File: src/rtl/bythoven_pkg.sv
// Shared SRAM constants, default write timing and the program-loader state encoding.
package bythoven_pkg;

    localparam int unsigned SRAM_ADDR_W       = 18;
    localparam int unsigned SRAM_DATA_W       = 16;
    localparam int unsigned SRAM_SETUP_CYCLES = 1;
    localparam int unsigned SRAM_WE_CYCLES    = 3;

    typedef enum logic [2:0] {
        StIdle,
        StByteLo,
        StByteHi,
        StSetup,
        StPulse,
        StHold,
        StFinish
    } loader_state_e;

    // Bits needed for a down-counter that starts at max(a, b) - 1.
    function automatic int unsigned cnt_width(input int unsigned a, input int unsigned b);
        int unsigned m;
        m = (a > b) ? a : b;
        return (m < 2) ? 1 : $clog2(m);
    endfunction

endpackage

File: src/rtl/sram_program_loader_if.sv
// Byte-stream, control/status and SRAM pin bundle of the program loader.
// The checksum signal exists only when LOADER_CHECKSUM_EN is defined.
interface sram_program_loader_if import bythoven_pkg::*; #(
    parameter int unsigned ADDR_W = SRAM_ADDR_W,
    parameter int unsigned DATA_W = SRAM_DATA_W
) ();

    logic              start;
    logic [ADDR_W-1:0] base_addr;
    logic [ADDR_W-1:0] word_count;
    logic [7:0]        in_data;
    logic              in_valid;
    logic              in_ready;
    logic              sram_WE;
    logic              sram_CE;
    logic              sram_OE;
    logic              sram_LB;
    logic              sram_UB;
    logic [ADDR_W-1:0] SRAM_A;
    logic [DATA_W-1:0] sram_dq_out;
    logic              sram_dq_oe;
    logic              busy;
    logic              done;
    logic [ADDR_W-1:0] words_written;
`ifdef LOADER_CHECKSUM_EN
    logic [15:0]       checksum;
`endif

    // Host / stream source side.
    modport master (
        output start, base_addr, word_count, in_data, in_valid,
        input  in_ready, sram_WE, sram_CE, sram_OE, sram_LB, sram_UB, SRAM_A,
        input  sram_dq_out, sram_dq_oe, busy, done, words_written
`ifdef LOADER_CHECKSUM_EN
        , input checksum
`endif
    );

    // Loader side.
    modport slave (
        input  start, base_addr, word_count, in_data, in_valid,
        output in_ready, sram_WE, sram_CE, sram_OE, sram_LB, sram_UB, SRAM_A,
        output sram_dq_out, sram_dq_oe, busy, done, words_written
`ifdef LOADER_CHECKSUM_EN
        , output checksum
`endif
    );

endinterface

File: src/rtl/sram_write_phy.sv
// Async SRAM write timing engine: latches addr/data on req, holds them for SETUP_CYCLES
// with WE high, drops WE for WE_CYCLES, then one HOLD cycle during which ack is high.
module sram_write_phy import bythoven_pkg::*; #(
    parameter int unsigned ADDR_W       = SRAM_ADDR_W,
    parameter int unsigned DATA_W       = SRAM_DATA_W,
    parameter int unsigned SETUP_CYCLES = SRAM_SETUP_CYCLES,
    parameter int unsigned WE_CYCLES    = SRAM_WE_CYCLES
) (
    input  logic              clk,
    input  logic              rst_n,
    input  logic              req,
    input  logic [ADDR_W-1:0] addr,
    input  logic [DATA_W-1:0] data,
    output logic              ack,
    output logic              we_n,
    output logic              dq_oe,
    output logic [ADDR_W-1:0] sram_addr,
    output logic [DATA_W-1:0] sram_data
);

    localparam int unsigned CNT_W = cnt_width(SETUP_CYCLES, WE_CYCLES);

    loader_state_e     state_q;
    logic [CNT_W-1:0]  cnt_q;
    logic [ADDR_W-1:0] addr_q;
    logic [DATA_W-1:0] data_q;
    logic              we_n_q;
    logic              oe_q;
    logic              ack_q;

    // Write-cycle sequencer; every pin is a flop so nothing glitches onto the SRAM.
    always_ff @(posedge clk or negedge rst_n) begin
        if (!rst_n) begin
            state_q <= StIdle;
            cnt_q   <= '0;
            addr_q  <= '0;
            data_q  <= '0;
            we_n_q  <= 1'b1;
            oe_q    <= 1'b0;
            ack_q   <= 1'b0;
        end else begin
            ack_q <= 1'b0;
            case (state_q)
                StIdle: begin
                    if (req) begin
                        addr_q  <= addr;
                        data_q  <= data;
                        oe_q    <= 1'b1;
                        we_n_q  <= 1'b1;
                        cnt_q   <= CNT_W'(SETUP_CYCLES - 1);
                        state_q <= StSetup;
                    end
                end
                StSetup: begin
                    if (cnt_q == '0) begin
                        we_n_q  <= 1'b0;
                        cnt_q   <= CNT_W'(WE_CYCLES - 1);
                        state_q <= StPulse;
                    end else begin
                        cnt_q <= cnt_q - 1'b1;
                    end
                end
                StPulse: begin
                    if (cnt_q == '0) begin
                        we_n_q  <= 1'b1;
                        ack_q   <= 1'b1;
                        state_q <= StHold;
                    end else begin
                        cnt_q <= cnt_q - 1'b1;
                    end
                end
                StHold: begin
                    oe_q    <= 1'b0;
                    state_q <= StIdle;
                end
                default: state_q <= StIdle;
            endcase
        end
    end

    assign ack       = ack_q;
    assign we_n      = we_n_q;
    assign dq_oe     = oe_q;
    assign sram_addr = addr_q;
    assign sram_data = data_q;

endmodule

File: src/rtl/sram_program_loader.sv
// Program SRAM loader: packs a little-endian byte stream into 16-bit words and writes them
// to consecutive SRAM addresses from base_addr, holding busy until the load completes.
// Optional: define LOADER_CHECKSUM_EN to add a 16-bit running sum of committed words.
module sram_program_loader import bythoven_pkg::*; #(
    parameter int unsigned ADDR_W       = SRAM_ADDR_W,
    parameter int unsigned DATA_W       = SRAM_DATA_W,
    parameter int unsigned SETUP_CYCLES = SRAM_SETUP_CYCLES,
    parameter int unsigned WE_CYCLES    = SRAM_WE_CYCLES
) (
    input logic                  clk,
    input logic                  rst_n,
    sram_program_loader_if.slave bus
);

    loader_state_e     state_q;
    logic              in_ready_q;
    logic              busy_q;
    logic              done_q;
    logic [ADDR_W-1:0] addr_q;
    logic [ADDR_W-1:0] remaining_q;
    logic [ADDR_W-1:0] words_q;
    logic [7:0]        lo_q;

    logic              phy_req;
    logic              phy_ack;
    logic              phy_we_n;
    logic              phy_oe;
    logic [ADDR_W-1:0] phy_addr;
    logic [DATA_W-1:0] phy_data;
    logic [DATA_W-1:0] phy_dq;

`ifdef LOADER_CHECKSUM_EN
    logic [15:0]       checksum_q;
`endif

    // The high-byte handshake launches the write with the word assembled on the fly.
    assign phy_req  = (state_q == StByteHi) && bus.in_valid;
    assign phy_data = {bus.in_data, lo_q};

    sram_write_phy #(
        .ADDR_W       (ADDR_W),
        .DATA_W       (DATA_W),
        .SETUP_CYCLES (SETUP_CYCLES),
        .WE_CYCLES    (WE_CYCLES)
    ) u_phy (
        .clk       (clk),
        .rst_n     (rst_n),
        .req       (phy_req),
        .addr      (addr_q),
        .data      (phy_data),
        .ack       (phy_ack),
        .we_n      (phy_we_n),
        .dq_oe     (phy_oe),
        .sram_addr (phy_addr),
        .sram_data (phy_dq)
    );

    // Load sequencer: byte packing, address/count bookkeeping and status flags.
    // StSetup here means "word handed to the phy, waiting for its HOLD-cycle ack".
    always_ff @(posedge clk or negedge rst_n) begin
        if (!rst_n) begin
            state_q     <= StIdle;
            in_ready_q  <= 1'b0;
            busy_q      <= 1'b0;
            done_q      <= 1'b0;
            addr_q      <= '0;
            remaining_q <= '0;
            words_q     <= '0;
            lo_q        <= '0;
`ifdef LOADER_CHECKSUM_EN
            checksum_q  <= '0;
`endif
        end else begin
            done_q <= 1'b0;
            case (state_q)
                StIdle: begin
                    if (bus.start) begin
                        addr_q      <= bus.base_addr;
                        remaining_q <= bus.word_count;
                        words_q     <= '0;
`ifdef LOADER_CHECKSUM_EN
                        checksum_q  <= '0;
`endif
                        if (bus.word_count == '0) begin
                            state_q <= StFinish;
                        end else begin
                            state_q    <= StByteLo;
                            busy_q     <= 1'b1;
                            in_ready_q <= 1'b1;
                        end
                    end
                end
                StByteLo: begin
                    if (bus.in_valid) begin
                        lo_q    <= bus.in_data;
                        state_q <= StByteHi;
                    end
                end
                StByteHi: begin
                    if (bus.in_valid) begin
                        in_ready_q <= 1'b0;
                        state_q    <= StSetup;
                    end
                end
                StSetup: begin
                    if (phy_ack) begin
                        addr_q      <= addr_q + 1'b1;
                        remaining_q <= remaining_q - 1'b1;
                        words_q     <= words_q + 1'b1;
`ifdef LOADER_CHECKSUM_EN
                        checksum_q  <= checksum_q + phy_dq[15:0];
`endif
                        if (remaining_q == ADDR_W'(1)) begin
                            busy_q  <= 1'b0;
                            state_q <= StFinish;
                        end else begin
                            in_ready_q <= 1'b1;
                            state_q    <= StByteLo;
                        end
                    end
                end
                StFinish: begin
                    done_q  <= 1'b1;
                    state_q <= StIdle;
                end
                default: state_q <= StIdle;
            endcase
        end
    end

    // SRAM stays selected with OE high for the whole load, so it never drives DQ.
    assign bus.in_ready      = in_ready_q;
    assign bus.busy          = busy_q;
    assign bus.done          = done_q;
    assign bus.words_written = words_q;
    assign bus.sram_CE       = !busy_q;
    assign bus.sram_LB       = !busy_q;
    assign bus.sram_UB       = !busy_q;
    assign bus.sram_OE       = 1'b1;
    assign bus.sram_WE       = phy_we_n;
    assign bus.sram_dq_oe    = phy_oe;
    assign bus.SRAM_A        = phy_addr;
    assign bus.sram_dq_out   = phy_dq;
`ifdef LOADER_CHECKSUM_EN
    assign bus.checksum      = checksum_q;
`endif

endmodule

File: src/flat_wrapper.sv
// flat-port wrapper written by rule: the top's interface ports become plain ports
module sram_program_loader_flat import bythoven_pkg::*;
#(
    parameter int unsigned ADDR_W       = SRAM_ADDR_W,
    parameter int unsigned DATA_W       = SRAM_DATA_W,
    parameter int unsigned SETUP_CYCLES = SRAM_SETUP_CYCLES,
    parameter int unsigned WE_CYCLES    = SRAM_WE_CYCLES
)
  (clk, rst_n, bus_start, bus_base_addr, bus_word_count, bus_in_data, bus_in_valid, bus_in_ready, bus_sram_WE, bus_sram_CE, bus_sram_OE, bus_sram_LB, bus_sram_UB, bus_SRAM_A, bus_sram_dq_out, bus_sram_dq_oe, bus_busy, bus_done, bus_words_written);
  sram_program_loader_if #(.ADDR_W(ADDR_W), .DATA_W(DATA_W)) bus_i ();
  input logic clk;
  input logic rst_n;
  input wire logic [$bits(bus_i.start)-1:0] bus_start;
  input wire logic [$bits(bus_i.base_addr)-1:0] bus_base_addr;
  input wire logic [$bits(bus_i.word_count)-1:0] bus_word_count;
  input wire logic [$bits(bus_i.in_data)-1:0] bus_in_data;
  input wire logic [$bits(bus_i.in_valid)-1:0] bus_in_valid;
  output wire logic [$bits(bus_i.in_ready)-1:0] bus_in_ready;
  output wire logic [$bits(bus_i.sram_WE)-1:0] bus_sram_WE;
  output wire logic [$bits(bus_i.sram_CE)-1:0] bus_sram_CE;
  output wire logic [$bits(bus_i.sram_OE)-1:0] bus_sram_OE;
  output wire logic [$bits(bus_i.sram_LB)-1:0] bus_sram_LB;
  output wire logic [$bits(bus_i.sram_UB)-1:0] bus_sram_UB;
  output wire logic [$bits(bus_i.SRAM_A)-1:0] bus_SRAM_A;
  output wire logic [$bits(bus_i.sram_dq_out)-1:0] bus_sram_dq_out;
  output wire logic [$bits(bus_i.sram_dq_oe)-1:0] bus_sram_dq_oe;
  output wire logic [$bits(bus_i.busy)-1:0] bus_busy;
  output wire logic [$bits(bus_i.done)-1:0] bus_done;
  output wire logic [$bits(bus_i.words_written)-1:0] bus_words_written;
  assign bus_i.start = bus_start;
  assign bus_i.base_addr = bus_base_addr;
  assign bus_i.word_count = bus_word_count;
  assign bus_i.in_data = bus_in_data;
  assign bus_i.in_valid = bus_in_valid;
  assign bus_in_ready = bus_i.in_ready;
  assign bus_sram_WE = bus_i.sram_WE;
  assign bus_sram_CE = bus_i.sram_CE;
  assign bus_sram_OE = bus_i.sram_OE;
  assign bus_sram_LB = bus_i.sram_LB;
  assign bus_sram_UB = bus_i.sram_UB;
  assign bus_SRAM_A = bus_i.SRAM_A;
  assign bus_sram_dq_out = bus_i.sram_dq_out;
  assign bus_sram_dq_oe = bus_i.sram_dq_oe;
  assign bus_busy = bus_i.busy;
  assign bus_done = bus_i.done;
  assign bus_words_written = bus_i.words_written;
  sram_program_loader #(.ADDR_W(ADDR_W), .DATA_W(DATA_W), .SETUP_CYCLES(SETUP_CYCLES), .WE_CYCLES(WE_CYCLES)) u_core (.clk(clk), .rst_n(rst_n), .bus(bus_i));
endmodule
File: config.mk
export PLATFORM = sky130hd
export DESIGN_NAME = sram_program_loader_flat
export DESIGN_NICKNAME = d
export VERILOG_FILES = /design/src/rtl/bythoven_pkg.sv /design/src/rtl/sram_program_loader_if.sv /design/src/rtl/sram_write_phy.sv /design/src/rtl/sram_program_loader.sv /design/src/flat_wrapper.sv
export SDC_FILE = /design/constraint.sdc
export NUM_CORES = 1
export LEC_CHECK = 0
export CELL_PAD_IN_SITES_DETAIL_PLACEMENT = 0
export CELL_PAD_IN_SITES_GLOBAL_PLACEMENT = 1
export CORE_ASPECT_RATIO = 0.9
export CORE_MARGIN = 4
export CORE_UTILIZATION = 36
export DETAILED_ROUTE_END_ITERATION = 6
export PLACE_DENSITY = 0.8
export SYNTH_ARGS = -nofsm -noshare
export SYNTH_HDL_FRONTEND = slang
export SYNTH_SLANG_ARGS = --single-unit
File: constraint.sdc
create_clock -name clk -period 2 [get_ports clk]
set_clock_uncertainty 0.15 [all_clocks]
set_input_delay 0.3 -clock clk [delete_from_list [all_inputs] [get_ports clk]]
set_output_delay 0.3 -clock clk [all_outputs]
set_load 0.1 [all_outputs]
**After elaboration in Yosys (flattened, before gate mapping)**

Cells that the tools add are included.

- Word-level logic and storage cells: 99
- Input bits: 48
- Register bits: 110
- Output and inout port bits: 61

- Add/subtract/negate cells: 4
- Eq/ne operators: 19
- Multiplexer cells: 41
- Reduce and logical (&&, ||, !) cells: 20

Operators by type and width:

| kind | count |
|---|---|
| 2-to-1 mux 18 bit | 6 |
| case mux 18 bit (2 select lines) | 3 |
| adder 18 x 1 -> 18 bit (second input constant) | 2 |
| 2-to-1 mux 3 bit | 9 |
| equality test 18 x 1 -> 1 bit (second input constant) | 1 |
| logical NOT 18 bit | 1 |
| != test 2 bit (second input constant) | 9 |
| subtractor 18 x 1 -> 18 bit (second input constant) | 1 |
| 2-to-1 mux 1 bit | 13 |
| case mux 3 bit (4 select lines) | 1 |
| equality test 3 x 2 -> 1 bit (second input constant) | 3 |
| equality test 3 bit (second input constant) | 3 |
| case mux 3 bit (3 select lines) | 1 |
| AND reduction 3 bit | 3 |
| AND reduction 4 bit | 2 |
| logical NOT 3 bit | 2 |
| 2-to-1 mux 2 bit | 3 |
| case mux 1 bit (3 select lines) | 2 |
| case mux 2 bit (3 select lines) | 1 |
| AND reduction 2 bit | 3 |
| AND reduction 6 bit | 1 |
| nonzero test 3 bit | 2 |
| AND reduction 5 bit | 1 |
| != test 2 x 1 -> 1 bit (second input constant) | 2 |
| 7 further kinds | 9 |

**Logic depth before layout (Yosys ltp)**

- Depth in word-level cells: 4
- Depth in mapped cells: 8
- Depth with buffers taken out: 7

**Modules after synthesis**

From an unflattened synthesis, not the netlist that was laid out.

- Cell total of the unflattened synthesis: 554
- Area, all modules: 5675.4 um2

Modules (own cells, without submodules):

| module | sequential area each (um2) | cells each | area each (um2) | instances |
|---|---|---|---|---|
| sram_program_loader | 1701.6 | 443 | 3847.4 | 1 |
| sram_write_phy | 1052.3 | 111 | 1828.0 | 1 |

**Worst setup path before layout**

OpenSTA, ideal clock, no wires.

- Path kind: flip-flop to flip-flop
- From: reg u_core.words_q[0] (netlist: u_core.bus.words_written[0])
- To: reg u_core.words_q[8] (netlist: u_core.bus.words_written[8])
- Setup slack: -0.544 ns
- Required time: 1.721 ns
- Setup time: 0.129 ns
- Stages on the path, launching flop included: 7
- Period minus slack after synthesis: 2.544 ns
- Buffers on the path: 0
- Arrival: 2.265 ns
- Path through: dfrtp_1 > ha_1 > nand3_1 > a2111oi_4 > and3_1 > xnor2_1 > nor2_2

- Longest elaborated chain between the ends: 3

RTL lines:

| what | RTL line | text |
|---|---|---|
| start, declared | sram_program_loader.sv:21 | `logic [ADDR_W-1:0] words_q;` |
| start signal, assigned | sram_program_loader.sv:109 | `words_q <= words_q + 1'b1;` |
| adder 18 x 1 -> 18 bit | sram_program_loader.sv:109 |  |
| 2-to-1 mux 18 bit | sram_program_loader.sv:106 | `if (phy_ack) begin` |
| case mux 18 bit (2 select lines) | sram_program_loader.sv:75 | `case (state_q)` |

No other way between the ends. The select of a mux whose other input is x is not followed.
A chain may end at the register's enable or synchronous reset.

**Worst setup path after layout**

- From: in bus_start
- To: reg u_core.words_q[8] (netlist: u_core.bus.words_written[8])

- Longest elaborated chain between the ends: 2

RTL lines:

| what | RTL line | text |
|---|---|---|
| start, declared | flat_wrapper.sv:13 | `input wire logic [$bits(bus_i.start)-1:0] bus_start;` |
| != test 2 bit (no source line) | -- |  |
| AND reduction 3 bit (no source line) | -- |  |

No other way between the ends.

==> out/metrics.csv <==
stage;metric;value;unit
outcome;status;complete, but fails checks;
outcome;violations;setup timing;
place;routabilityCongestion;0.8446;
worst_setup_path;reg2reg_to;u_core.u_phy.sram_data[14]$_DFFE_PN0P_;
grt;grt.total_usage;0.1775;
route;vias_per_cell;5.386;
logic_synthesis;synth.ff_latch_count;110;
clock_network;clockRootBuffer;clkbuf_16;
timing;finalCritPeriodShare;1.068;
finish;layout_common_cells;103 x dfrtp_1, 102 x buf_4, 47 x nor2_1;
logic_synthesis;yosysUniqueCellTypes;60;
place;place_inst;885;
place;hpwl;11140;um
clock_network;clock_path_buffers;2;
min_path;hp-class;in2async;
worst_setup_path;r2r_cells;8;
route;drc;0;
clock_network;cts.sinks;110;
grt;gr-total-overflow;0;
clock_network;clk_pin_slew;80;ps
logic_synthesis;synth_ff_type;dfrtp_1;
grt;grt_antenna_before_repair;1;
finish;final.fill_count;1322;
power;pwr_density_cell;1747;mW/mm2
route;first_iter_violations;288;
die;die_y;125.3;um
grt;grt_max_degree;46;
finish;nets;768;
worst_setup_path;crit_arrival;2230;ps
route;avgRoutedWirePerCell;17.58;um
worst_setup_path;path_class;in2reg;
timing;tns;-4043;ps
clock_network;cts_tree;built;
route;ant_nets;0;
die;chipWidth;138.3;um
timing;fin_crit;2137;ps
timing;setup_violations;53;
timing;hold_viol_final;0;
worst_setup_path;critPathRequiredTime;2090;ps
finish;drive_above_1_share;0.3352;
clock_network;htree_levels;3;
finish;antennaDiodeCount;0;
route;firstDrtPassIters;5;
power;vdd_drop_max;1.708;mV
route;vias;4939;
worst_setup_path;critPathCaptureType;flop;
logic_synthesis;syn_area_per_cell;10.07;um2
place;portBuffers;107;
logic_synthesis;async_reset_ff_frac;1.000;
flow_run;drv_cap;0;
logic_synthesis;syn_nets;600;
logic_synthesis;syn_area;0.005500;mm2
timing;hold_ws;277.7;ps
grt;grt_pass1_wl;25360;um
finish;syn2layout_area_growth;49.41;%
worst_setup_path;crit_path_start_kind;input pin;
worst_setup_path;reg2reg_from;u_core.state_q[0]$_DFFE_PN0P_;
worst_setup_path;path_max_fanout;6;
die;io-pin-count;109;
die;start_util;0.3712;
die;die_area;0.01732;mm2
worst_setup_path;reg2reg_slack;-130;ps
clock_network;clkLatencyLatePin;360;ps
route;wl;16120;um
logic_synthesis;synth_edf_count;0;
logic_synthesis;synthCells;546;
die;coreArea;0.01482;mm2
logic_synthesis;ys_seq_area_frac;0.5007;
grt;grt_pass1_vias;5032;
finish;stdcell_count;917;
logic_synthesis;yosysWarnings;0;
die;fp-row-count;42;
clock_network;cts_made_buffers;9;
timing;timing.final.ws_setup;-136.8;ps
timing;finalMaxSlewViolations;0;
timing;max_freq;468.0;MHz
finish;layout_commonest_cell;dfrtp_1;
timing;rsz0062_at_grt;yes;
power;leakage;3.562;nW
-- power by group --
part	internal [W]	total (W)	switching, W	leakage, nW
logic	0.00305	0.00831	0.00526	2.07
registers	0.00315	0.00396	0.000813	1.33
clock network	0.00123	0.00209	0.000859	0.166
-- state kept, by name, indices dropped and copies added, names as in the netlist --
name                      count
u_core.addr_q                18
u_core.bus.in_ready           1
u_core.lo_q                   8
u_core.bus.done               1
u_core.bus.busy               1
u_core.u_phy.we_n             1
u_core.u_phy.sram_addr       18
u_core.remaining_q           18
u_core.u_phy.ack              1
u_core.state_q                3
u_core.u_phy.state_q          3
u_core.bus.words_written     18
u_core.u_phy.cnt_q            2
u_core.u_phy.sram_data       16
u_core.u_phy.dq_oe            1
-- cells in the mapped netlist, drive strengths merged (3+ instances only) --
cell	instances	area (um2)
nand3	26	130.1
buf	10	68.81
nand4	9	56.30
nor2	48	182.7
nand2	45	168.9
inv	13	48.80
o211ai	5	37.54
and3	14	87.58
nor3b	3	22.52
nor3	13	75.07
a22oi	5	37.54
o21ai	37	185.2
nor4	10	68.81
a31oi	6	37.54
or4b	3	33.78
dfrtp	109	2728
xnor2	3	26.28
xor2	10	87.58
a2bb2oi	5	43.79
o32ai	4	35.03
clkbuf	24	90.09
mux2	44	495.5
o22ai	7	43.79
a21oi	42	210.2
and2	3	18.77
or3	3	18.77
ha	6	75.07
-- routing by layer --
layer  vias up  track usage  wire length, um
li1       2327            -                -
met2       152       0.2833             7554
met5         -            0               13
met4         2      0.04067              197
met1      2432       0.2303             7118
met3        26      0.06835             1238
-- worst max path at each step --
stage / slack (ps) / cells after the start / to / from
final: -140 / 7 / u_core.bus.words_written[8]$_DFFE_PN0P_ / bus_start
after global routing: -200 / 6 / u_core.bus.words_written[9]$_DFFE_PN0P_ / u_core.state_q[1]$_DFFE_PN0P_
after CTS: -100 / 6 / u_core.bus.words_written[13]$_DFFE_PN0P_ / u_core.state_q[1]$_DFFE_PN0P_
after detailed placement: -520 / 6 / u_core.bus.words_written[8]$_DFFE_PN0P_ / bus_start
after global placement: -480 / 6 / u_core.bus.words_written[8]$_DFFE_PN0P_ / bus_start
after floorplan: -190 / 7 / u_core.bus.words_written[8]$_DFFE_PN0P_ / u_core.state_q[0]$_DFFE_PN0P_
-- worst max-delay path, stage by stage --
cell and delay, ps:
clkdlybuf4s50_1 510, or4b_4 550, a2111oi_4 300, buf_4 200
and3_1 170, xnor2_1 150, nor2_2 40
-- cell type report --
| type | count | area, um2 | area share |
|---|---|---|---|
| inverter | 13 | 52.55 | 0.006395 |
| clock inverter | 7 | 120.1 | 0.01462 |
| multi-input combinational | 389 | 2770 | 0.3371 |
| tap | 198 | 247.7 | 0.03015 |
| sequential | 110 | 2769 | 0.3369 |
| clock buffer | 9 | 225.2 | 0.02741 |
| timing repair buffer | 191 | 2033 | 0.2474 |
-- stage by stage --
stage	util	worst slack, ps	instance area, um2	total power, W
CTS	0.5286	-104.1	7834	0.01377
global route	0.5545	-201.4	8218	0.01512
global placement	0.5029	-475.9	7452	0.01141
floorplan	-	-194.7	5543	0.009090
detailed placement	0.5029	-519.1	7452	0.01161
finish	0.5545	-136.8	8218	0.01436
-- cell families (layout without fill, tap and decap cells) --
kind of cell,Yosys count,after routing,share of synthesized area
compound gates,131,131,0.1524
xor+xnor,13,13,0.02070
fa+ha+maj,6,6,0.01365
buf+inv,47,220,0.03776
flops,110,110,0.5007
mux,46,46,0.09372
other cells,1,1,0.0006818
simple gates,192,192,0.1804
-- timing repair --
item / 4_1_cts / 5_1_grt
endpoints found under the hold margin: 26 / 0
buffers inserted: 1 / 10
hold buffers: 1 / 0
endpoints found under the setup margin: 49 / 79
pin swaps: 2 / 6
cloned: 0 / 4
resized for setup: 4 / 61
Note: power is estimated with default switching activity, not from simulation.
